### src/rtl/branch_predictor_update_arbiter.sv
// rtl/branch_predictor_update_arbiter.sv - single-port 2-bit PHT arbiter: fetch lookups, queued RMW updates, init sweep.
// Define BP_ARB_PERF_COUNTER_EN to add perf_stall_cycles / perf_forced_updates outputs.
module branch_predictor_update_arbiter #(
  parameter int INDEX_WIDTH  = 6,
  parameter int QUEUE_DEPTH  = 4,
  parameter int STARVE_LIMIT = 8
) (
  input  logic                   clk,
  input  logic                   rst,
  input  logic                   lookup_valid,
  input  logic [INDEX_WIDTH-1:0] lookup_index,
  output logic                   lookup_stall,
  output logic                   pred_valid,
  output logic                   pred_taken,
  input  logic                   resolve_valid,
  input  logic [INDEX_WIDTH-1:0] resolve_index,
  input  logic                   resolve_taken,
  output logic                   resolve_ready,
  output logic                   table_en,
  output logic                   table_we,
  output logic [INDEX_WIDTH-1:0] table_index,
  output logic [1:0]             table_wdata,
`ifdef BP_ARB_PERF_COUNTER_EN
  output logic [31:0]            perf_stall_cycles,
  output logic [31:0]            perf_forced_updates,
`endif
  input  logic [1:0]             table_rdata
);

  localparam int PTR_W    = $clog2(QUEUE_DEPTH);
  localparam int CNT_W    = PTR_W + 1;
  localparam int STARVE_W = $clog2(STARVE_LIMIT + 1);

  typedef enum logic [1:0] {S_INIT, S_IDLE, S_RD, S_WR} state_t;

  state_t                 state;
  logic [INDEX_WIDTH-1:0] init_ptr;
  logic [INDEX_WIDTH-1:0] q_index [QUEUE_DEPTH];
  logic                   q_taken [QUEUE_DEPTH];
  logic [PTR_W-1:0]       wr_ptr;
  logic [PTR_W-1:0]       rd_ptr;
  logic [CNT_W-1:0]       count;
  logic [STARVE_W-1:0]    starve_cnt;
  logic [1:0]             latch;

  logic                   pending;
  logic                   full;
  logic                   forced;
  logic                   enq;
  logic                   grant;
  logic                   head_read;
  logic                   do_write;
  logic [1:0]             upd_src;
  logic [INDEX_WIDTH-1:0] head_index;
  logic                   head_taken;

  function automatic logic [1:0] next_counter(input logic [1:0] c, input logic t);
    logic [1:0] n;
    case ({t, c})
      3'b1_00: n = 2'b01;
      3'b1_01: n = 2'b11;
      3'b1_10: n = 2'b11;
      3'b1_11: n = 2'b11;
      3'b0_00: n = 2'b00;
      3'b0_01: n = 2'b00;
      3'b0_10: n = 2'b01;
      default: n = 2'b10;
    endcase
    return n;
  endfunction

  assign pending       = (count != '0);
  assign full          = (count == CNT_W'(QUEUE_DEPTH));
  assign forced        = (starve_cnt == STARVE_W'(STARVE_LIMIT));
  assign head_index    = q_index[rd_ptr];
  assign head_taken    = q_taken[rd_ptr];
  assign resolve_ready = !rst && (state != S_INIT) && !full;
  assign enq           = resolve_valid && resolve_ready;
  assign pred_taken    = pred_valid && table_rdata[1];

  // A starved update owns the port until its write lands, whatever state it is in.
  always_comb begin
    lookup_stall = rst || (state == S_INIT) || (pending && forced);
    grant        = 1'b0;
    head_read    = 1'b0;
    do_write     = 1'b0;
    upd_src      = latch;
    table_en     = 1'b0;
    table_we     = 1'b0;
    table_index  = lookup_index;
    table_wdata  = 2'b00;
    if (!rst) begin
      case (state)
        S_INIT: begin
          table_en    = 1'b1;
          table_we    = 1'b1;
          table_index = init_ptr;
          table_wdata = 2'b01;
        end
        S_IDLE: begin
          if (lookup_valid && !lookup_stall) grant = 1'b1;
          else if (pending)                  head_read = 1'b1;
        end
        S_RD: begin
          if (lookup_valid && !lookup_stall) grant = 1'b1;
          else begin
            do_write = 1'b1;
            upd_src  = table_rdata;
          end
        end
        S_WR: begin
          if (lookup_valid && !lookup_stall) grant = 1'b1;
          else                               do_write = 1'b1;
        end
        default: ;
      endcase
      if (grant) begin
        table_en    = 1'b1;
        table_index = lookup_index;
      end else if (head_read) begin
        table_en    = 1'b1;
        table_index = head_index;
      end else if (do_write) begin
        table_en    = 1'b1;
        table_we    = 1'b1;
        table_index = head_index;
        table_wdata = next_counter(upd_src, head_taken);
      end
    end
  end

  always_ff @(posedge clk) begin
    if (rst) begin
      state      <= S_INIT;
      init_ptr   <= '0;
      wr_ptr     <= '0;
      rd_ptr     <= '0;
      count      <= '0;
      starve_cnt <= '0;
      latch      <= 2'b00;
      pred_valid <= 1'b0;
    end else begin
      pred_valid <= grant;
      if (enq) begin
        q_index[wr_ptr] <= resolve_index;
        q_taken[wr_ptr] <= resolve_taken;
        wr_ptr          <= wr_ptr + PTR_W'(1);
      end
      if (do_write) rd_ptr <= rd_ptr + PTR_W'(1);
      case ({enq, do_write})
        2'b10:   count <= count + CNT_W'(1);
        2'b01:   count <= count - CNT_W'(1);
        default: count <= count;
      endcase
      if (do_write)                          starve_cnt <= '0;
      else if (grant && pending && !forced)  starve_cnt <= starve_cnt + STARVE_W'(1);
      case (state)
        S_INIT: begin
          init_ptr <= init_ptr + INDEX_WIDTH'(1);
          if (init_ptr == {INDEX_WIDTH{1'b1}}) state <= S_IDLE;
        end
        S_IDLE: if (head_read) state <= S_RD;
        S_RD: begin
          // Read data is only present this cycle; keep it for a deferred write.
          latch <= table_rdata;
          state <= grant ? S_WR : S_IDLE;
        end
        S_WR: if (do_write) state <= S_IDLE;
        default: state <= S_IDLE;
      endcase
    end
  end

`ifdef BP_ARB_PERF_COUNTER_EN
  always_ff @(posedge clk) begin
    if (rst) begin
      perf_stall_cycles   <= '0;
      perf_forced_updates <= '0;
    end else begin
      if (lookup_valid && lookup_stall && (state != S_INIT))
        perf_stall_cycles <= perf_stall_cycles + 32'd1;
      if (head_read && forced)
        perf_forced_updates <= perf_forced_updates + 32'd1;
    end
  end
`endif

endmodule

### config.mk
export PLATFORM = sky130hd
export DESIGN_NAME = branch_predictor_update_arbiter
export DESIGN_NICKNAME = d
export VERILOG_FILES = /design/src/rtl/branch_predictor_update_arbiter.sv
export SDC_FILE = /design/constraint.sdc
export NUM_CORES = 1
export LEC_CHECK = 0
export BUFFER_PORTS_ARGS = -buffer_cell sky130_fd_sc_hd__buf_4
export CAP_MARGIN = 15
export CELL_PAD_IN_SITES_DETAIL_PLACEMENT = 1
export CELL_PAD_IN_SITES_GLOBAL_PLACEMENT = 2
export CORE_ASPECT_RATIO = 0.7
export CORE_MARGIN = 4
export CORE_UTILIZATION = 27
export CTS_CLUSTER_DIAMETER = 40
export DETAILED_ROUTE_END_ITERATION = 6
export PLACE_DENSITY = 0.66
export SLEW_MARGIN = 25
export SYNTH_ARGS = -nofsm -noshare
export SYNTH_HDL_FRONTEND = slang
export SYNTH_SLANG_ARGS = --single-unit
### constraint.sdc
create_clock -name clk -period 3.4 [get_ports clk]
set_input_delay 0.34 -clock clk [delete_from_list [all_inputs] [get_ports clk]]
set_output_delay 0.34 -clock clk [all_outputs]
set_load 0.01 [all_outputs]
==> results of run 1 <==
==> routing by layer <==
metal | global-route usage, % | part of all wire, %
met2 | 15.7 | 42
met4 | 3.52 | 1.2
met1 | 16.5 | 52
met5 | 0 | 0
met3 | 2.90 | 4.8
==> final cells by class <==
class,count,area (um2),share of cell area (%)
Sequential cell,52,1320,41.8
Timing Repair Buffer,35,263,8.31
Multi-Input combinational cell,150,1180,37.3
Clock buffer,6,129,4.08
Tap cell,124,155,4.91
Inverter,14,52.6,1.66
Clock inverter,2,60.1,1.90
==> flip-flops by register name, indices dropped and copies added, names as in the netlist, named ones only <==
name	cells
count	3
pred_valid	1
wr_ptr	2
rd_ptr	2
init_ptr	6
q_taken	4
latch	2
starve_cnt	4
state	2
q_index	24
==> cells by family (layout without fill, tap and decap cells) <==
group	count (synthesis)	after routing	synth area share (%)
compound gates	34	34	9.49
mux	15	15	8.77
flops	52	52	50.9
buf+inv	23	57	3.66
fa+ha+maj	15	15	7.42
simple gates	75	75	16.0
xor+xnor	11	11	3.71
==> placed cells by master (no fill, tap or decap), types with 6 or more instances in the layout <==
master	count
sky130_fd_sc_hd__inv_1	14
sky130_fd_sc_hd__mux4_2	6
sky130_fd_sc_hd__nor2_1	26
sky130_fd_sc_hd__and3_1	12
sky130_fd_sc_hd__dfxtp_1	24
sky130_fd_sc_hd__a211o_1	6
sky130_fd_sc_hd__edfxtp_1	28
sky130_fd_sc_hd__nor3b_1	7
sky130_fd_sc_hd__ha_1	13
sky130_fd_sc_hd__mux2i_1	7
sky130_fd_sc_hd__xor2_1	6
sky130_fd_sc_hd__buf_4	35
sky130_fd_sc_hd__nand2_1	9
sky130_fd_sc_hd__o21ai_0	8
==> stage by stage <==
| step | instance area, um2 | setup slack, ps | std cells |
|---|---|---|---|
| 2_1_floorplan | 2600 | 634 | 225 |
| 3_3_place_gp | 2970 | 733 | 375 |
| 3_5_place_dp | 2970 | 619 | 375 |
| 4_1_cts | 3160 | 467 | 383 |
| 5_1_grt | 3160 | 286 | 383 |
| 6_report | 3160 | 485 | 383 |
==> Yosys cell counts, drive strengths merged <==
cell type,number
edfxtp,28
nor2,26
dfxtp,24
inv,14
ha,13
and3,12
nand2,9
o21ai,8
mux2i,7
nor3b,7
a211o,6
a21oi,6
mux4,6
xor2,6
clkbuf,5
xnor2,5
buf,4
a31oi,3
nand4,3
or3,3
a211oi,2
and2,2
mux2,2
nand2b,2
nand3,2
nor3,2
o211ai,2
o21bai,2
or2,2
a221o,1
a311o,1
a311oi,1
and2b,1
and4bb,1
fa,1
maj3,1
nand3b,1
nand4b,1
o21a,1
o31ai,1
or3b,1
==> final timing paths <==
| path | end | cells past startpoint | start |
|---|---|---|---|
| worst min register to register | latch[1]$_SDFFE_PP0P_ | 2 | latch[1]$_SDFFE_PP0P_ |
| worst max-delay path | table_wdata[1] | 8 | state[0]$_SDFFE_PP0P_ |
| worst max register to register | count[2]$_SDFFE_PP0P_ | 11 | state[1]$_SDFFE_PP0P_ |
| worst min-delay path | q_index[3][2]$_DFFE_PP_ | 1 | resolve_index[2] |
==> where the power goes <==
part,switching (W),internal (W)
logic,0.0000758,0.0000700
registers,0.0000125,0.000672
clock network,0.000222,0.000422
total,0.000310,0.00116
==> critical path: stages (launching register included) <==
cell,delay (ps)
sky130_fd_sc_hd__dfxtp_1,350
sky130_fd_sc_hd__inv_1,110
sky130_fd_sc_hd__ha_1,380
sky130_fd_sc_hd__nand4b_1,160
sky130_fd_sc_hd__o211ai_1,390
sky130_fd_sc_hd__mux2i_1,160
sky130_fd_sc_hd__maj3_1,360
sky130_fd_sc_hd__nor3b_1,210
sky130_fd_sc_hd__buf_4,160
==> results.py, run 1 <==
metrics = {
    "status": {
        "run_status": "finished clean",
    },
    "grt": {
        "grt_remaining_overflow": 0,
        "initial_antenna_violation_count": 0,
        "global_route_wire_length_before_repair_um": 9960,
        "first_global_vias": 1860,
        "grt_max_degree": 29,
        "grtUsageTotal_pct": 11.1,
    },
    "clock_tree": {
        "holdBufCountCts": 0,
        "root_buffer": "sky130_fd_sc_hd__clkbuf_16",
        "clkSlewWorstSetupHoldPaths_ps": 70,
        "numCtsBuffers": 5,
        "cts.sinks": 52,
        "cts.path.max_buffers": 2,
        "insertion_delay_ps": 290,
        "clock_tree.htree_level_count": 2,
        "tritoncts": "built",
        "postCtsSetupRepairBufs": 0,
        "cts_repair_resize_count": 0,
    },
    "route": {
        "post_drt_via_cell_ratio": 4.63,
        "total_number_of_vias": 1772,
        "dr.first_iter.drc_count": 93,
        "avgRoutedWirePerCell_um": 16.0,
        "drt.antenna.violating_nets": 0,
        "drcViolationCount": 0,
        "finalWirelength_um": 6140,
        "detail_route.first_pass.iterations": 4,
    },
    "synthesis": {
        "ys.warnings.count": 0,
        "synth_sequential_area_ratio_pct": 50.9,
        "synth_largest_type_area_fraction_pct": 32.4,
        "synth.largest_area_cell": "sky130_fd_sc_hd__edfxtp_1",
        "ys_types": 46,
        "post_synthesis_cell_area_um2": 2600,
        "synth.avg_cell_area_um2": 11.5,
        "post_synth_main_area_contributors": "sky130_fd_sc_hd__edfxtp_1 32%, sky130_fd_sc_hd__dfxtp_1 19%, sky130_fd_sc_hd__ha_1 6.3%",
        "syn_inst": 225,
        "synth.net_count": 258,
        "postSynthRegisterBits": 52,
    },
    "setup_path": {
        "start_kind": "register",
        "critical_path_peak_fanout": 8,
        "worstPathRequired_ps": 3060,
        "critical_path_class": "reg -> out",
        "worst_setup_path_end_kind": "primary output",
        "cp.arrival_ps": 2580,
        "ff2ff_setup_slack_ps": 610,
    },
    "placement": {
        "portBuffers": 32,
        "gp_routability_congestion": 0.740,
        "place.detailed.hpwl_um": 4630,
    },
    "sta": {
        "period_share_pct": 85.7,
        "timing_max_transition_violations_final": 0,
        "fin_skew_ps": 5.04,
        "setup_tns_ps": 0,
        "finalHoldViolCount": 0,
        "f_max_mhz": 343,
        "finalWorstPathRequiredPeriod_ps": 2920,
        "worst_slew_margin_rel_pct": 61.6,
        "worst-slew-pin-transition_ps": 570,
        "finalHoldWorstSlack_ps": 249,
        "rsz0062_at_grt": "false",
        "setup_violations": 0,
    },
    "finish": {
        "final_layout_size_suffix_gt1_share_pct": 22.0,
        "utilization_pct": 34.3,
        "antenna_cells_inserted": 0,
        "nFillCells": 1028,
        "area_delta_synth_final_pct": 21.7,
        "layout.nets": 291,
    },
    "floorplan": {
        "die-width_um": 125,
        "top_level_ports": 33,
        "initial_core_util_pct": 28.2,
        "design.die.area_um2": 11300,
        "die_height_um": 90.0,
        "rows": 29,
        "fp.coreArea_um2": 9220,
    },
    "power_and_ir_drop": {
        "static_leakage_nw": 1.19,
        "report.power.total_w": 0.00147,
        "max-vdd-ir-drop_uv": 179,
        "power.density_nw_per_um2": 467,
    },
    "job": {
        "number_of_max_cap_violations": 0,
    },
    "worst_hold_path": {
        "hold_path.class": "in -> reg",
    },
}
(Power assumes the default switching activity.)
==> run 2: changes to the inputs <==
RECOVER_POWER = 50   (was not set)
==> run 2 against run 1 <==
Register-to-register slack is essentially flat. Core utilization shrank 0.45 points. Wire length grew 0.54%. Die area is the same. Sequential share of layout area grew 0.55 points. Hold slack gained 53 ps. Clock skew is essentially flat. Fmax is essentially flat. Global-route usage is the same. Combinational power shrank 4%. Count of clock-buffer cells in the layout is the same. Critical endpoint unchanged. Largest cell class unchanged.
==> results.py, run 2 (same netlist as run 1, synthesis figures left out) <==
metrics = {
    "status": {
        "run_status": "finished clean",
    },
    "clock_tree": {
        "cts.sinks": 52,
        "tritoncts": "built",
        "postCtsSetupRepairBufs": 0,
        "clkSlewWorstSetupHoldPaths_ps": 60,
        "holdBufCountCts": 0,
        "root_buffer": "sky130_fd_sc_hd__clkbuf_16",
        "numCtsBuffers": 5,
        "clock_tree.htree_level_count": 2,
        "insertion_delay_ps": 290,
        "cts.path.max_buffers": 2,
        "cts_repair_resize_count": 0,
    },
    "route": {
        "total_number_of_vias": 1778,
        "detail_route.first_pass.iterations": 4,
        "finalWirelength_um": 6180,
        "drt.antenna.violating_nets": 0,
        "post_drt_via_cell_ratio": 4.64,
        "dr.first_iter.drc_count": 87,
        "avgRoutedWirePerCell_um": 16.1,
        "drcViolationCount": 0,
    },
    "setup_path": {
        "cp_startpoint": "state[0]$_SDFFE_PP0P_",
        "reg2reg_from": "state[1]$_SDFFE_PP0P_",
        "critical_path_peak_fanout": 8,
        "reg2regPathDepth": 11,
        "start_kind": "register",
        "worst_setup_path_end_kind": "primary output",
        "ff2ff_setup_slack_ps": 600,
        "cp.arrival_ps": 2570,
        "critPathCapture": "table_wdata[1]",
        "worstPathRequired_ps": 3060,
        "critical_path_class": "reg -> out",
        "regToRegEndpoint": "count[2]$_SDFFE_PP0P_",
    },
    "finish": {
        "layout.nets": 291,
        "final_layout_size_suffix_gt1_share_pct": 17.8,
        "highest_count_cells_in_the_layout_ignoring_fill_and_taps": "28 x sky130_fd_sc_hd__edfxtp_1, 26 x sky130_fd_sc_hd__nor2_1, 24 x sky130_fd_sc_hd__dfxtp_1, 24 x sky130_fd_sc_hd__buf_4, 14 x sky130_fd_sc_hd__inv_1",
        "layoutNonFillerInstCount": 383,
        "flip_flop_count_of_the_largest_register_all_copies_and_words_added": 24,
        "final_common_cell": "sky130_fd_sc_hd__edfxtp_1",
        "area_delta_synth_final_pct": 20.1,
        "nFillCells": 1037,
        "largest_register": "q_index",
        "final_cell_area_um2": 3120,
        "utilization_pct": 33.8,
        "largest_registers": "q_index: 24 flops, init_ptr: 6 flops",
        "antenna_cells_inserted": 0,
    },
    "worst_hold_path": {
        "hold_path.class": "in -> reg",
    },
    "grt": {
        "grt_max_degree": 29,
        "initial_antenna_violation_count": 0,
        "global_route_wire_length_before_repair_um": 9960,
        "first_global_vias": 1860,
        "grt_remaining_overflow": 0,
        "grtUsageTotal_pct": 11.1,
    },
    "sta": {
        "setup_violations": 0,
        "final_critical_path_setup_slack_ps": 486,
        "setup_tns_ps": 0,
        "finalHoldViolCount": 0,
        "period_share_pct": 85.7,
        "worst_slew_margin_rel_pct": 63.8,
        "finalWorstPathRequiredPeriod_ps": 2910,
        "f_max_mhz": 343,
        "worst-slew-pin-transition_ps": 537,
        "rsz0062_at_grt": "false",
        "fin_skew_ps": 5.07,
        "timing_max_transition_violations_final": 0,
    },
    "floorplan": {
        "fp.coreArea_um2": 9220,
        "top_level_ports": 33,
        "die_height_um": 90.0,
        "rows": 29,
        "die-width_um": 125,
        "design.die.area_um2": 11300,
        "initial_core_util_pct": 28.2,
    },
    "power_and_ir_drop": {
        "swShare_pct": 21.1,
        "power.share.combinational_pct": 9.6,
        "power.density_nw_per_um2": 471,
        "max-vdd-ir-drop_uv": 178,
        "intPower_w": 0.00116,
        "p_clk_share_pct": 43.9,
        "sequentialPowerShare_pct": 46.6,
        "netSwitchingPower_w": 0.000310,
        "static_leakage_nw": 1.15,
    },
    "placement": {
        "pre_cts_ws_ps": 619,
        "gp_routability_congestion": 0.740,
        "portBuffers": 32,
        "post-place-cells": 375,
        "place.detailed.hpwl_um": 4630,
        "post_dp_cell_area_um2": 2970,
    },
    "job": {
        "number_of_max_cap_violations": 0,
    },
}
-- run 2: layer usage --
metal  wire length, um  vias up  share of wire (%)  track usage, %
li1                  -      880                  -               -
met1              3230      859                 52            16.5
met2              2550       34                 41            15.7
met3               325        5                5.3            2.90
met4                71        0                1.1            3.52
met5                 0        -                  0               0
-- run 2: worst min path at each step --
| stage | startpoint | endpoint | slack [ps] | cells after the start |
|---|---|---|---|---|
| 5_1_grt | table_rdata[0] | latch[0]$_SDFFE_PP0P_ | 320 | 3 |
| 3_3_place_gp | latch[0]$_SDFFE_PP0P_ | latch[0]$_SDFFE_PP0P_ | 480 | 2 |
| 6_report | table_rdata[1] | latch[1]$_SDFFE_PP0P_ | 300 | 3 |
| 3_5_place_dp | latch[1]$_SDFFE_PP0P_ | latch[1]$_SDFFE_PP0P_ | 490 | 2 |
| 2_1_floorplan | resolve_index[0] | q_index[0][0]$_DFFE_PP_ | 440 | 0 |
| 4_1_cts | resolve_index[5] | q_index[3][5]$_DFFE_PP_ | 240 | 1 |
-- run 2: critical path, stage by stage, from the launching register on --
cell,delay [ps]
sky130_fd_sc_hd__dfxtp_1,350
sky130_fd_sc_hd__inv_1,110
sky130_fd_sc_hd__ha_1,390
sky130_fd_sc_hd__nand4b_1,160
sky130_fd_sc_hd__o211ai_1,390
sky130_fd_sc_hd__mux2i_1,160
sky130_fd_sc_hd__maj3_1,360
sky130_fd_sc_hd__nor3b_1,210
sky130_fd_sc_hd__buf_4,160
-- run 2: final cells by class --
class	count	area [um2]	area share [%]
clock buffer	6	129	4.13
clock inverter	2	60.1	1.93
inverter	14	52.6	1.68
multi-input combinational	150	1180	37.8
sequential	52	1320	42.4
tap	124	155	4.97
timing repair buffer	35	221	7.10
-- run 2: power groups by stage --
stage / sequential [W] / combinational [W] / clock, W
detailed placement: 0.000698 / 0.000147 / 0
global placement: 0.000697 / 0.000145 / 0
floorplan: 0.000695 / 0.0000806 / 0
finish: 0.000684 / 0.000140 / 0.000644
global route: 0.000686 / 0.000156 / 0.000685
CTS: 0.000684 / 0.000148 / 0.000664
-- run 2: per-stage QoR --
stage	power [W]	hold WS [ps]
3_5_place_dp	0.000845	487
2_1_floorplan	0.000775	439
4_1_cts	0.00150	243
5_1_grt	0.00153	318
3_3_place_gp	0.000843	476
6_report	0.00147	302
